$ cat src/rtl/display_saida_pkg.sv
// Shared types and constants for the decimal 7-segment display path.
// Segment patterns are active-high {g,f,e,d,c,b,a}; polarity is applied at the outputs.
package display_saida_pkg;

  typedef enum logic [1:0] {
    StIdle,
    StShift,
    StLatch
  } state_e;

  localparam logic [6:0] SEG_BLANK = 7'h00;
  localparam logic [6:0] SEG_MINUS = 7'h40;

  localparam logic [6:0] SEG_D0 = 7'h3F;
  localparam logic [6:0] SEG_D1 = 7'h06;
  localparam logic [6:0] SEG_D2 = 7'h5B;
  localparam logic [6:0] SEG_D3 = 7'h4F;
  localparam logic [6:0] SEG_D4 = 7'h66;
  localparam logic [6:0] SEG_D5 = 7'h6D;
  localparam logic [6:0] SEG_D6 = 7'h7D;
  localparam logic [6:0] SEG_D7 = 7'h07;
  localparam logic [6:0] SEG_D8 = 7'h7F;
  localparam logic [6:0] SEG_D9 = 7'h6F;

  function automatic logic [6:0] seg_encode(input logic [3:0] digit);
    logic [6:0] seg;
    seg = SEG_BLANK;
    unique case (digit)
      4'd0: seg = SEG_D0;
      4'd1: seg = SEG_D1;
      4'd2: seg = SEG_D2;
      4'd3: seg = SEG_D3;
      4'd4: seg = SEG_D4;
      4'd5: seg = SEG_D5;
      4'd6: seg = SEG_D6;
      4'd7: seg = SEG_D7;
      4'd8: seg = SEG_D8;
      4'd9: seg = SEG_D9;
      default: seg = SEG_BLANK;
    endcase
    return seg;
  endfunction

endpackage

$ cat src/rtl/display_saida_if.sv
// Value-in / segments-out bundle between the output register and the HEX display driver.
interface display_saida_if #(
  parameter int unsigned WIDTH = 8
);
  logic [WIDTH-1:0] valor_in;
  logic             signed_mode;
  logic [6:0]       hex_sinal;
  logic [6:0]       hex_centena;
  logic [6:0]       hex_dezena;
  logic [6:0]       hex_unidade;
  logic             busy;
  logic             done;

  modport master (
    output valor_in, signed_mode,
    input  hex_sinal, hex_centena, hex_dezena, hex_unidade, busy, done
  );

  modport slave (
    input  valor_in, signed_mode,
    output hex_sinal, hex_centena, hex_dezena, hex_unidade, busy, done
  );
endinterface

$ cat src/rtl/display_saida_bcd_to_7seg.sv
// Combinational BCD digit to 7-segment decoder with blanking and selectable polarity.
module display_saida_bcd_to_7seg
  import display_saida_pkg::*;
(
  input  logic [3:0] digit,
  input  logic       blank,
  input  logic       active_low,
  output logic [6:0] seg
);
  logic [6:0] seg_ah;

  always_comb begin
    seg_ah = blank ? SEG_BLANK : seg_encode(digit);
    seg    = active_low ? ~seg_ah : seg_ah;
  end
endmodule

$ cat src/rtl/display_saida.sv
// Sequential double-dabble conversion of the SAP output value to sign/hundreds/tens/units
// 7-segment digits; outputs only change in the LATCH state so they never glitch.
module display_saida
  import display_saida_pkg::*;
#(
  parameter int unsigned WIDTH          = 8,
  parameter bit          SEG_ACTIVE_LOW = 1'b1,
  parameter bit          BLANK_LEADING  = 1'b1
) (
  input logic            clock,
  input logic            clear,
  display_saida_if.slave bus
);
  localparam int              CntW    = (WIDTH > 1) ? $clog2(WIDTH) : 1;
  localparam logic [CntW-1:0] CntLast = CntW'(WIDTH - 1);
  localparam logic [6:0]      SegOff  = SEG_ACTIVE_LOW ? ~SEG_BLANK : SEG_BLANK;

  state_e           state_q, state_d;
  logic [WIDTH:0]   snap_q, snap_d;
  logic             snap_valid_q, snap_valid_d;
  logic [WIDTH-1:0] mag_q, mag_d;
  logic [11:0]      bcd_q, bcd_d, bcd_adj;
  logic [CntW-1:0]  count_q, count_d;
  logic             neg_q, neg_d;
  logic             busy_q, busy_d;
  logic             done_q, done_d;
  logic [6:0]       hex_sinal_q, hex_sinal_d;
  logic [6:0]       hex_centena_q, hex_centena_d;
  logic [6:0]       hex_dezena_q, hex_dezena_d;
  logic [6:0]       hex_unidade_q, hex_unidade_d;

  logic [WIDTH:0] snap_in;
  logic           neg_in;
  logic           blank_c, blank_d;
  logic [6:0]     seg_c, seg_d, seg_u, sign_ah;

  assign snap_in = {bus.signed_mode, bus.valor_in};
  assign neg_in  = bus.signed_mode & bus.valor_in[WIDTH-1];

  // Leading-zero blanking works on the finished BCD held during LATCH.
  assign blank_c = BLANK_LEADING && (bcd_q[11:8] == 4'd0);
  assign blank_d = BLANK_LEADING && (bcd_q[11:4] == 8'd0);
  assign sign_ah = neg_q ? SEG_MINUS : SEG_BLANK;

  display_saida_bcd_to_7seg u_seg_centena (
    .digit      (bcd_q[11:8]),
    .blank      (blank_c),
    .active_low (SEG_ACTIVE_LOW),
    .seg        (seg_c)
  );

  display_saida_bcd_to_7seg u_seg_dezena (
    .digit      (bcd_q[7:4]),
    .blank      (blank_d),
    .active_low (SEG_ACTIVE_LOW),
    .seg        (seg_d)
  );

  display_saida_bcd_to_7seg u_seg_unidade (
    .digit      (bcd_q[3:0]),
    .blank      (1'b0),
    .active_low (SEG_ACTIVE_LOW),
    .seg        (seg_u)
  );

  always_comb begin
    bcd_adj = bcd_q;
    for (int i = 0; i < 3; i++) begin
      if (bcd_q[4*i +: 4] >= 4'd5) begin
        bcd_adj[4*i +: 4] = bcd_q[4*i +: 4] + 4'd3;
      end
    end
  end

  always_comb begin
    state_d       = state_q;
    snap_d        = snap_q;
    snap_valid_d  = snap_valid_q;
    mag_d         = mag_q;
    bcd_d         = bcd_q;
    count_d       = count_q;
    neg_d         = neg_q;
    busy_d        = busy_q;
    done_d        = 1'b0;
    hex_sinal_d   = hex_sinal_q;
    hex_centena_d = hex_centena_q;
    hex_dezena_d  = hex_dezena_q;
    hex_unidade_d = hex_unidade_q;

    unique case (state_q)
      StIdle: begin
        if (!snap_valid_q || (snap_in != snap_q)) begin
          snap_d       = snap_in;
          snap_valid_d = 1'b1;
          busy_d       = 1'b1;
          neg_d        = neg_in;
          mag_d        = neg_in ? (~bus.valor_in + WIDTH'(1)) : bus.valor_in;
          bcd_d        = '0;
          count_d      = '0;
          state_d      = StShift;
        end
      end
      StShift: begin
        {bcd_d, mag_d} = {bcd_adj, mag_q} << 1;
        count_d        = count_q + CntW'(1);
        if (count_q == CntLast) begin
          state_d = StLatch;
        end
      end
      StLatch: begin
        hex_sinal_d   = SEG_ACTIVE_LOW ? ~sign_ah : sign_ah;
        hex_centena_d = seg_c;
        hex_dezena_d  = seg_d;
        hex_unidade_d = seg_u;
        done_d        = 1'b1;
        busy_d        = 1'b0;
        state_d       = StIdle;
      end
      default: state_d = StIdle;
    endcase
  end

  always_ff @(posedge clock or negedge clear) begin
    if (!clear) begin
      state_q       <= StIdle;
      snap_q        <= '0;
      snap_valid_q  <= 1'b0;
      mag_q         <= '0;
      bcd_q         <= '0;
      count_q       <= '0;
      neg_q         <= 1'b0;
      busy_q        <= 1'b0;
      done_q        <= 1'b0;
      hex_sinal_q   <= SegOff;
      hex_centena_q <= SegOff;
      hex_dezena_q  <= SegOff;
      hex_unidade_q <= SegOff;
    end else begin
      state_q       <= state_d;
      snap_q        <= snap_d;
      snap_valid_q  <= snap_valid_d;
      mag_q         <= mag_d;
      bcd_q         <= bcd_d;
      count_q       <= count_d;
      neg_q         <= neg_d;
      busy_q        <= busy_d;
      done_q        <= done_d;
      hex_sinal_q   <= hex_sinal_d;
      hex_centena_q <= hex_centena_d;
      hex_dezena_q  <= hex_dezena_d;
      hex_unidade_q <= hex_unidade_d;
    end
  end

  assign bus.hex_sinal   = hex_sinal_q;
  assign bus.hex_centena = hex_centena_q;
  assign bus.hex_dezena  = hex_dezena_q;
  assign bus.hex_unidade = hex_unidade_q;
  assign bus.busy        = busy_q;
  assign bus.done        = done_q;
endmodule

$ cat src/flat_wrapper.sv
// flat-port wrapper written by rule: the top's interface ports become plain ports
module display_saida_flat import display_saida_pkg::*;
#(
  parameter int unsigned WIDTH          = 8,
  parameter bit          SEG_ACTIVE_LOW = 1'b1,
  parameter bit          BLANK_LEADING  = 1'b1
)
  (clock, clear, bus_valor_in, bus_signed_mode, bus_hex_sinal, bus_hex_centena, bus_hex_dezena, bus_hex_unidade, bus_busy, bus_done);
  display_saida_if #(.WIDTH(WIDTH)) bus_i ();
  input logic clock;
  input logic clear;
  input wire logic [$bits(bus_i.valor_in)-1:0] bus_valor_in;
  input wire logic [$bits(bus_i.signed_mode)-1:0] bus_signed_mode;
  output wire logic [$bits(bus_i.hex_sinal)-1:0] bus_hex_sinal;
  output wire logic [$bits(bus_i.hex_centena)-1:0] bus_hex_centena;
  output wire logic [$bits(bus_i.hex_dezena)-1:0] bus_hex_dezena;
  output wire logic [$bits(bus_i.hex_unidade)-1:0] bus_hex_unidade;
  output wire logic [$bits(bus_i.busy)-1:0] bus_busy;
  output wire logic [$bits(bus_i.done)-1:0] bus_done;
  assign bus_i.valor_in = bus_valor_in;
  assign bus_i.signed_mode = bus_signed_mode;
  assign bus_hex_sinal = bus_i.hex_sinal;
  assign bus_hex_centena = bus_i.hex_centena;
  assign bus_hex_dezena = bus_i.hex_dezena;
  assign bus_hex_unidade = bus_i.hex_unidade;
  assign bus_busy = bus_i.busy;
  assign bus_done = bus_i.done;
  display_saida #(.WIDTH(WIDTH), .SEG_ACTIVE_LOW(SEG_ACTIVE_LOW), .BLANK_LEADING(BLANK_LEADING)) u_core (.clock(clock), .clear(clear), .bus(bus_i));
endmodule
$ cat config.mk
export PLATFORM = sky130hd
export DESIGN_NAME = display_saida_flat
export DESIGN_NICKNAME = d
export VERILOG_FILES = /design/src/rtl/display_saida_pkg.sv /design/src/rtl/display_saida_if.sv /design/src/rtl/display_saida_bcd_to_7seg.sv /design/src/rtl/display_saida.sv /design/src/flat_wrapper.sv
export SDC_FILE = /design/constraint.sdc
export NUM_CORES = 1
export LEC_CHECK = 0
export BUFFER_PORTS_ARGS = -buffer_cell sky130_fd_sc_hd__buf_4
export CAP_MARGIN = 30
export CORE_MARGIN = 3
export CORE_UTILIZATION = 54
export CTS_BUF_LIST = sky130_fd_sc_hd__clkbuf_4 sky130_fd_sc_hd__clkbuf_8
export CTS_CLUSTER_DIAMETER = 50
export DETAILED_ROUTE_END_ITERATION = 16
export PLACE_DENSITY = 0.81
export SLEW_MARGIN = 20
export SYNTH_ARGS = -nofsm -noshare
export SYNTH_HDL_FRONTEND = slang
export SYNTH_HIERARCHICAL = 1
export SYNTH_SLANG_ARGS = --single-unit
$ cat constraint.sdc
create_clock -name clock -period 2.27 [get_ports clock]
set_input_delay 0.1135 -clock clock [delete_from_list [all_inputs] [get_ports clock]]
set_output_delay 0.1135 -clock clock [all_outputs]
set_load 0.03 [all_outputs]
==> results of run 1 <==
worst reg2reg max path, delay by kind of cell, from the launching register on:
kind,cells,cell delay [ns]
buffers and inverters,1,0.25
AO/OA/AOI/OAI,2,0.64
flip-flops,1,0.39
XOR/XNOR,1,0.17
AND/OR/NAND/NOR,1,0.55
worst max-delay path by stage:
stage	start	to	slack, ns
floorplan	u_core/bcd_q[9]	u_core/bus.hex_dezena[6]	0.35
global placement	u_core/snap_q[8]	u_core/state_q[0]	0.21
detailed placement	u_core/snap_q[8]	u_core/state_q[0]	0.16
CTS	u_core/snap_q[8]	u_core/state_q[0]	0.13
global route	u_core/snap_q[8]	u_core/state_q[0]	0.06
finish	u_core/snap_q[8]	u_core/state_q[0]	0.13
per-layer routing:
layer / up-vias / wire (microns) / GRT usage
met1: 1601 / 3718 / 0.2567
met4: 0 / 154 / 0.08669
li1: 1641 / - / -
met3: 13 / 376 / 0.04874
met2: 81 / 4166 / 0.3527
met5: - / 0 / 0
sequential cells by signal (all words and copies together), names as in the netlist:
signal,cells
u_core/bcd_q,12
u_core/bus.busy,1
u_core/bus.done,1
u_core/bus.hex_centena,7
u_core/bus.hex_dezena,7
u_core/bus.hex_sinal,1
u_core/bus.hex_unidade,7
u_core/count_q,3
u_core/mag_q,8
u_core/neg_q,1
u_core/snap_q,9
u_core/snap_valid_q,1
u_core/state_q,2
final cells by class:
cell class | instances | area, sq um | area share
Inverter | 29 | 108.9 | 0.02349
Timing Repair Buffer | 49 | 370.4 | 0.07991
Multi-Input combinational cell | 348 | 2277 | 0.4914
Clock inverter | 4 | 72.57 | 0.01566
Clock buffer | 12 | 152.6 | 0.03294
Sequential cell | 60 | 1529 | 0.3299
Tap cell | 99 | 123.9 | 0.02673
cell usage after synthesis, types with 2 or more instances:
| master | n | share of area |
|---|---|---|
| a21o_1 | 4 | 0.0074 |
| a21oi_1 | 12 | 0.015 |
| a221o_1 | 3 | 0.0074 |
| a31oi_1 | 2 | 0.0031 |
| a32o_1 | 2 | 0.0049 |
| a32oi_1 | 2 | 0.0043 |
| and2b_1 | 4 | 0.0074 |
| and3_1 | 2 | 0.0031 |
| buf_2 | 6 | 0.0074 |
| buf_4 | 9 | 0.017 |
| buf_6 | 6 | 0.017 |
| clkbuf_1 | 10 | 0.0092 |
| conb_1 | 2 | 0.0018 |
| dfrtp_1 | 38 | 0.23 |
| dfstp_2 | 22 | 0.14 |
| ha_1 | 24 | 0.074 |
| inv_1 | 28 | 0.026 |
| mux2_2 | 9 | 0.025 |
| mux2i_1 | 4 | 0.0098 |
| nand2_1 | 88 | 0.081 |
| nand2b_1 | 9 | 0.014 |
| nand3_1 | 9 | 0.011 |
| nand3b_1 | 3 | 0.0055 |
| nand4_1 | 6 | 0.0092 |
| nor2_1 | 24 | 0.022 |
| nor2b_1 | 10 | 0.015 |
| nor3_1 | 9 | 0.011 |
| nor3b_1 | 2 | 0.0037 |
| o21a_1 | 3 | 0.0055 |
| o21ai_0 | 13 | 0.016 |
| o21ai_1 | 7 | 0.0086 |
| o221ai_1 | 8 | 0.017 |
| o22ai_1 | 8 | 0.012 |
| o311ai_0 | 2 | 0.0043 |
| o311ai_1 | 2 | 0.0043 |
| o32ai_1 | 2 | 0.0043 |
| o41ai_1 | 7 | 0.015 |
| or2_2 | 2 | 0.0031 |
| or3_1 | 4 | 0.0061 |
| or4_1 | 3 | 0.0055 |
| or4bb_1 | 3 | 0.0083 |
| xnor2_1 | 20 | 0.043 |
| xor2_1 | 10 | 0.021 |
where the power goes:
group / internal (mW) / total (mW) / leakage, nW / switching [mW]
combinational: 1.65 / 3.84 / 1.27 / 2.19
clock: 0.671 / 1.11 / 0.113 / 0.435
sequential: 1.71 / 2.10 / 0.694 / 0.394
logic make-up (layout without fill, tap and decap cells):
group / Yosys count / in the layout / share of synthesized area
AO/OA/AOI/OAI: 83 / 83 / 0.1450
XOR/XNOR: 30 / 30 / 0.06436
adder cells (fa/ha/maj): 24 / 24 / 0.07355
buffers and inverters: 60 / 94 / 0.07631
flip-flops: 60 / 60 / 0.3745
multiplexers: 14 / 14 / 0.03831
other: 2 / 11 / 0.001839
AND/OR/NAND/NOR: 186 / 186 / 0.2262
timing repair:
item,4_1_cts,5_1_grt
hold buffers,1,0
setup endpoints to repair,0,1
endpoints found under the hold margin,38,0
gates resized for setup,0,1
setup buffers,0,0
placed cells by master (no fill, tap or decap), types with 11 or more instances in the layout:
cell,instances
buf_4,48
inv_1,28
dfstp_2,22
nor2_1,24
o21ai_0,13
conb_1,11
xnor2_1,20
ha_1,24
dfrtp_1,38
nand2_1,88
a21oi_1,12
through the flow:
step | hold WS [ns] | instances | setup WS, ns | cell area, sq um
after detailed placement | 0.2380 | 584 | 0.1571 | 4398
after global placement | 0.2273 | 584 | 0.2145 | 4398
after global routing | 0.04204 | 601 | 0.06037 | 4634
after floorplan | -0.1821 | 468 | 0.3492 | 4116
final | 0.05276 | 601 | 0.1299 | 4634
after CTS | 0.04265 | 601 | 0.1266 | 4633
==> flow_metrics.env, run 1 <==
export IMPL_peakVddDrop_mv=0.5899
export IMPL_synthCells=459
export IMPL_powerDensity_nw_per_um2=1522
export IMPL_final_max_slew_violation_count=0
export IMPL_route_detailed_drc=0
export IMPL_num_rows=31
export IMPL_via_count=3336
export IMPL_finalClockSkew_ns=0.007733
export IMPL_hp_class="input port to flip-flop"
export IMPL_num_fill_cells=620
export IMPL_cts_root_buf="clkbuf_8"
export IMPL_cp_arrival_ns=2.33
export IMPL_diodes=0
export IMPL_cts_tree="done"
export IMPL_finalSetupViolCount=0
export IMPL_required_ns=2.46
export IMPL_antenna_found_initial=0
export IMPL_gr_total_overflow=0
export IMPL_coreArea_sq_um=7292
export IMPL_ff2ff_path_depth=5
export IMPL_num_nets_final=532
export IMPL_hold_end="u_core/snap_q[6]"
export IMPL_endpoint_kind="flip-flop"
export IMPL_critPathLaunchType="flip-flop"
export IMPL_async_flop_share=1.000
export IMPL_crit_slowest_cell="or4_4"
export IMPL_drt_iter0_markers=158
export IMPL_status="finished clean"
export IMPL_yosysWarnings=6
export IMPL_clock_latency_ns=0.34
export IMPL_ys_flop_type="dfrtp_1"
export IMPL_p_leak_nw=2.076
export IMPL_regToRegEndpoint="u_core/state_q[0]"
export IMPL_ant_nets=0
export IMPL_routed_wl_mm=8.416
export IMPL_hold_depth=2
export IMPL_r2r_start="u_core/snap_q[8]"
export IMPL_rrSetupSlack_ns=0.13
export IMPL_syn2layout_area_growth_pct=13.52
export IMPL_maxCapViolCount=0
export IMPL_layout_drive_gt1_share=0.2131
export IMPL_crit_family="compound AO/OA/AOI/OAI gates"
export IMPL_period_share=0.9428
export IMPL_grt_pass1_wl_mm=14.60
export IMPL_worstPathCellList="xor2_1, or4_4, o31a_1, buf_4, o21bai_1"
export IMPL_grt_pass1_vias=3234
export IMPL_worst_pin_slew_ns=0.7844
export IMPL_rsz0062_at_grt="no"
export IMPL_seq_area_frac_synth=0.3745
export IMPL_ys_types=59
export IMPL_clk_pin_slew_worst_paths_ns=0.07
export IMPL_io_pins=41
export IMPL_dr_pass1_iters=4
export IMPL_worstPathMaxFanout=13
export IMPL_final_util=0.6356
export IMPL_grtUsageTotal=0.2093
export IMPL_gp_congestion=0.8238
export IMPL_worst_path_buf_inv=1
export IMPL_fmax_mhz=467.3
export IMPL_slowest_delay_ns=0.55
export IMPL_worstSetupPathDepth=5
export IMPL_avgSynthCellArea_sq_um=8.895
export IMPL_clk_path_buf_depth=2
export IMPL_die_area_sq_um=8640
export IMPL_grt_max_degree=61
export IMPL_finalPower_mw=7.052
export IMPL_viasPerCell=5.551
export IMPL_detail_route_wl_per_cell_microns=14.00
export IMPL_ys_seq_elements=60
export IMPL_slew_limit_headroom=0.4758
export IMPL_cts_inserted_buffers=9
export IMPL_critPathKind="flip-flop to flip-flop"
export IMPL_fin_setup_tns_ns=0
export IMPL_hp_start="bus_valor_in[6]"
export IMPL_htree_levels=3
export IMPL_synth_area_sq_um=4083
export IMPL_hold_violations=0
export IMPL_initial_core_util=0.5599
export IMPL_cts_sinks=60
export IMPL_io_buffers=34
export IMPL_synth_edf_count=0
export IMPL_die_x_microns=92.95
export IMPL_period_needed_ns=2.140
export IMPL_fp_dieH_microns=92.95
export IMPL_dp_hpwl_mm=5.761
Note: power is estimated with default switching activity, not from simulation.
==> run 2: changes to the inputs <==
RECOVER_POWER = 100   (was not set)
==> run 2 against run 1 <==
  * Fmax rose by 1.3%
  * Design area fell by 2.6%
  * Global-route usage did not move
  * Clock-buffer cell count did not move
  * Register-to-register slack improved by 0.03 ns
  * Largest power group unchanged
==> flow_metrics.env, run 2 (synthesis gave the netlist of run 1 again) <==
export IMPL_p_leak_nw=1.965
export IMPL_initial_core_util=0.5599
export IMPL_grtUsageTotal=0.2093
export IMPL_slew_limit_headroom=0.01662
export IMPL_final_common_cell="nand2_1"
export IMPL_top_regs="u_core/bcd_q x12, u_core/snap_q x9, u_core/mag_q x8"
export IMPL_num_nets_final=532
export IMPL_grt_pass1_vias=3234
export IMPL_ant_nets=0
export IMPL_layout_drive_gt1_share=0.1514
export IMPL_regMostFlops="u_core/bcd_q"
export IMPL_clk_pin_slew_worst_paths_ns=0.07
export IMPL_crit_end="u_core/state_q[0]"
export IMPL_dpl_cell_area_sq_um=4398
export IMPL_cts_root_buf="clkbuf_8"
export IMPL_dr_pass1_iters=4
export IMPL_place_inst=584
export IMPL_final_util=0.6189
export IMPL_cp_arrival_ns=2.30
export IMPL_num_rows=31
export IMPL_fin_setup_tns_ns=0
export IMPL_critPathKind="flip-flop to flip-flop"
export IMPL_die_x_microns=92.95
export IMPL_mostFrequentLayoutCells="nand2_1, dfrtp_1, clkbuf_1, inv_1"
export IMPL_design_area_sq_um=4513
export IMPL_finalSetupViolCount=0
export IMPL_route_detailed_drc=0
export IMPL_powerDensity_nw_per_um2=1510
export IMPL_htree_levels=3
export IMPL_finalClockSkew_ns=0.008593
export IMPL_cts_tree="done"
export IMPL_io_buffers=34
export IMPL_hold_violations=0
export IMPL_antenna_found_initial=0
export IMPL_largest_reg_flops=12
export IMPL_die_area_sq_um=8640
export IMPL_syn2layout_area_growth_pct=10.54
export IMPL_regToRegEndpoint="u_core/state_q[0]"
export IMPL_rrSetupSlack_ns=0.16
export IMPL_hp_class="input port to flip-flop"
export IMPL_io_pins=41
export IMPL_fp_dieH_microns=92.95
export IMPL_rsz0062_at_grt="no"
export IMPL_gp_congestion=0.8238
export IMPL_coreArea_sq_um=7292
export IMPL_status="finished clean"
export IMPL_final_max_slew_violation_count=0
export IMPL_cts_sinks=60
export IMPL_fmax_mhz=473.5
export IMPL_required_ns=2.46
export IMPL_viasPerCell=5.529
export IMPL_ff2ff_path_depth=5
export IMPL_worstPathMaxFanout=13
export IMPL_dp_hpwl_mm=5.761
export IMPL_maxCapViolCount=0
export IMPL_peakVddDrop_mv=0.5912
export IMPL_grt_pass1_wl_mm=14.60
export IMPL_clock_latency_ns=0.34
export IMPL_diodes=0
export IMPL_clk_path_buf_depth=2
export IMPL_endpoint_kind="flip-flop"
export IMPL_routed_wl_mm=8.509
export IMPL_gr_total_overflow=0
export IMPL_instances_no_fill=601
export IMPL_worst_pin_slew_ns=1.475
export IMPL_detail_route_wl_per_cell_microns=14.16
export IMPL_via_count=3323
export IMPL_period_needed_ns=2.112
export IMPL_grt_max_degree=61
export IMPL_startpoint="u_core/snap_q[8]"
export IMPL_cts_inserted_buffers=9
export IMPL_period_share=0.9303
export IMPL_drt_iter0_markers=150
export IMPL_r2r_start="u_core/snap_q[8]"
export IMPL_critPathLaunchType="flip-flop"
==> run 2: what timing repair did <==
item                       in CTS  in global routing
setup endpoints to repair       0                  1
hold buffers                    1                  0
hold endpoints to repair       38                  0
buffers inserted                0                  0
resized for setup               0                  1
==> run 2: worst min path at each step <==
stage / slack, ns / cells after the start / startpoint / to
after floorplan: -0.18 / 0 / clear / u_core/bcd_q[0]
after global placement: 0.23 / 1 / clear / u_core/bus.done
after detailed placement: 0.24 / 1 / clear / u_core/bus.done
after CTS: 0.04 / 2 / bus_valor_in[6] / u_core/snap_q[6]
after global routing: 0.04 / 2 / bus_valor_in[4] / u_core/snap_q[4]
final: 0.06 / 2 / bus_valor_in[6] / u_core/snap_q[6]
==> run 2: layout make-up <==
class | count | area [sq um]
fillers | 654 | 2779
multi-input cells | 348 | 2263
flip-flops and latches | 60 | 1529
well taps | 99 | 123.9
repair buffers | 49 | 262.8
inverters | 29 | 108.9
clock buffers | 12 | 152.6
clock inverters | 4 | 72.57
==> run 2: per-layer routing <==
| layer | vias up | global-route usage | part of all wire |
|---|---|---|---|
| met5 | - | 0 | 0 |
| met4 | 0 | 0.08669 | 0.014 |
| met3 | 11 | 0.04874 | 0.055 |
| met2 | 87 | 0.3527 | 0.49 |
| met1 | 1583 | 0.2567 | 0.44 |
| li1 | 1642 | - | - |
==> run 2: power breakdown <==
group | switching (mW) | internal (mW)
Combinational | 2.18 | 1.44
Clock | 0.434 | 0.671
Sequential | 0.388 | 1.71
Total | 3.00 | 3.82
==> run 2: worst max-delay path: stages (launching register included) <==
cell	delay (ns)
dfrtp_1	0.39
xor2_1	0.16
or4_4	0.54
o31a_1	0.46
buf_4	0.24
o21bai_1	0.16
==> run 2: through the flow <==
stage	hold slack (ns)	total power, mW	setup WS, ns
2_1_floorplan	-0.1821	4.997	0.3492
3_3_place_gp	0.2273	5.771	0.2145
3_5_place_dp	0.2380	5.909	0.1571
4_1_cts	0.04265	7.060	0.1266
5_1_grt	0.04210	7.382	0.06373
6_report	0.05755	6.813	0.1582
==> run 3: changes to the inputs <==
CTS_CLUSTER_DIAMETER = 150   (was 50)
MAX_ROUTING_LAYER = met4   (was not set)
==> run 3 against run 2 <==
  * Worst setup slack worse by 0.029 ns
  * Combinational power is 1% lower
  * Routed wire length is 4.7% lower
  * Non-clock buffer count is 1 lower
  * Sequential power hardly changed
  * First-iteration DRC count is 6.0% lower
  * Sequential share of layout area is 0.28 points higher
  * Utilization is 0.51 points lower
  * Total power is 2.8% lower
  * Clock skew is 0.0075 ns higher
  * Critical endpoint is now u_core/bcd_q[5]
  * Largest cell class unchanged
  * Highest routed layer unchanged
==> flow_metrics.env, run 3 (synthesis gave the netlist of run 1 again) <==
export IMPL_status="finished clean"
export IMPL_io_pins=41
export IMPL_mostFrequentLayoutCells="nand2_1, dfrtp_1, clkbuf_1, inv_1"
export IMPL_regMostFlops="u_core/bcd_q"
export IMPL_worstPathCellList="xor2_1, or4_4, o31a_1, clkbuf_2, o22ai_1"
export IMPL_num_nets_final=531
export IMPL_largest_reg_flops=12
export IMPL_worstPathMaxFanout=16
export IMPL_slew_limit_headroom=0.02255
export IMPL_routed_wl_mm=8.105
export IMPL_hold_depth=2
export IMPL_fmax_mhz=467.2
export IMPL_worst_pin_slew_ns=1.466
export IMPL_clock_latency_ns=0.34
export IMPL_cts_inserted_buffers=9
export IMPL_die_x_microns=92.95
export IMPL_crit_slowest_cell="or4_4"
export IMPL_finalClockSkew_ns=0.01611
export IMPL_slowest_delay_ns=0.55
export IMPL_clk_pin_slew_worst_paths_ns=0.08
export IMPL_coreArea_sq_um=7292
export IMPL_detail_route_wl_per_cell_microns=13.51
export IMPL_diodes=0
export IMPL_ff2ff_path_depth=5
export IMPL_rrSetupSlack_ns=0.13
export IMPL_switching_share=0.4460
export IMPL_critPathKind="flip-flop to flip-flop"
export IMPL_fp_dieH_microns=92.95
export IMPL_fin_setup_tns_ns=0
export IMPL_htree_levels=3
export IMPL_clkPwrFrac=0.147
export IMPL_worst_hold_slack_ns=0.04696
export IMPL_gp_congestion=0.8240
export IMPL_num_rows=31
export IMPL_grtUsageTotal=0.2056
export IMPL_initial_core_util=0.5599
export IMPL_comb_power_share=0.538
export IMPL_powerDensity_nw_per_um2=1480
export IMPL_final_common_cell="nand2_1"
export IMPL_required_ns=2.51
export IMPL_maxCapViolCount=0
export IMPL_grt_pass1_vias=3173
export IMPL_finalSetupViolCount=0
export IMPL_rsz0062_at_grt="no"
export IMPL_via_count=3295
export IMPL_dr_pass1_iters=4
export IMPL_peakVddDrop_mv=0.5747
export IMPL_hp_start="bus_valor_in[6]"
export IMPL_antenna_found_initial=0
export IMPL_cp_arrival_ns=2.38
export IMPL_hold_violations=0
export IMPL_route_detailed_drc=0
export IMPL_top_regs="u_core/bcd_q x12, u_core/snap_q x9, u_core/mag_q x8"
export IMPL_hp_class="input port to flip-flop"
export IMPL_grt_max_degree=61
export IMPL_clk_path_buf_depth=2
export IMPL_layout_drive_gt1_share=0.1497
export IMPL_critPathLaunchType="flip-flop"
export IMPL_intPower_mw=3.670
export IMPL_period_share=0.9430
export IMPL_endpoint_kind="flip-flop"
export IMPL_cts_sinks=60
export IMPL_p_leak_nw=1.947
export IMPL_dp_hpwl_mm=5.604
export IMPL_r2r_start="u_core/snap_q[8]"
export IMPL_regToRegEndpoint="u_core/bcd_q[5]"
export IMPL_cts_root_buf="clkbuf_8"
export IMPL_viasPerCell=5.492
export IMPL_period_needed_ns=2.141
export IMPL_gr_total_overflow=0
export IMPL_drt_iter0_markers=141
export IMPL_syn2layout_area_growth_pct=9.623
export IMPL_ant_nets=0
export IMPL_hold_end="u_core/snap_q[6]"
export IMPL_grt_pass1_wl_mm=14.04
export IMPL_die_area_sq_um=8640
export IMPL_io_buffers=34
export IMPL_pwr_share_seq=0.315
export IMPL_cts_tree="done"
export IMPL_final_max_slew_violation_count=0
export IMPL_p_sw_mw=2.955
==> run 3: changes by cell type in the layout (fill, tap and decap cells not counted), sizes merged <==
cell | previous run | this run
buf | 19 | 17
bufinv | 2 | 1
clkbuf | 41 | 42
clkinv | 1 | 2
==> run 3: worst max path at each step <==
stage,cells after the start,endpoint,start
global placement,5,u_core/bcd_q[6],u_core/snap_q[8]
global route,5,u_core/bcd_q[6],u_core/snap_q[8]
floorplan,9,u_core/bus.hex_dezena[6],u_core/bcd_q[9]
finish,5,u_core/bcd_q[5],u_core/snap_q[8]
detailed placement,5,u_core/bcd_q[5],u_core/snap_q[8]
CTS,5,u_core/bcd_q[5],u_core/snap_q[8]
==> run 3: what timing repair did <==
| item | in CTS | in global routing |
|---|---|---|
| endpoints found under the setup margin | 0 | 1 |
| hold buffers | 1 | 0 |
| gates resized for setup | 0 | 1 |
| buffers inserted | 0 | 0 |
| hold endpoints to repair | 38 | 0 |
==> run 3: final cells by class <==
class	instances	area (sq um)
well taps	99	123.9
repair buffers	48	252.7
fillers	684	2816
inverters	29	108.9
flip-flops and latches	60	1529
multi-input cells	348	2263
clock buffers	12	146.4
clock inverters	4	51.30
==> run 3: metal layers <==
layer  part of all wire  global-route usage  routed length (microns)  up-vias
met1               0.46              0.2482                     3725     1563
met4              0.010             0.06593                       84        0
met2               0.48              0.3407                     3908       77
met3              0.048             0.04874                      387        8
li1                   -                   -                        -     1647
met5                  0                   -                        0        -
==> run 3: metrics by stage <==
stage / instance area (sq um) / worst slack, ns / cells / total power, mW / util
after CTS: 4598 / 0.1230 / 600 / 6.889 / 0.6306
after global routing: 4476 / 0.01214 / 600 / 7.226 / 0.6138
after detailed placement: 4390 / 0.1461 / 583 / 5.883 / 0.6021
after global placement: 4390 / 0.1979 / 583 / 5.763 / 0.6021
after floorplan: 4116 / 0.3492 / 468 / 4.997 / -
final: 4476 / 0.1295 / 600 / 6.625 / 0.6138
==> run 3: critical path, delay by kind of cell, from the launching register on <==
family                 cells  cell delay (ns)
flip-flops                 1             0.39
AO/OA/AOI/OAI              2             0.68
AND/OR/NAND/NOR            1             0.55
XOR/XNOR                   1             0.17
buffers and inverters      1             0.25
==> run 3: power groups by stage <==
stage	Sequential, mW	Combinational, mW	Clock [mW]
floorplan	2.51	2.49	0
global placement	2.09	3.67	0
detailed placement	2.11	3.77	0
CTS	2.10	3.79	1.00
global route	2.16	4.02	1.05
finish	2.09	3.56	0.973
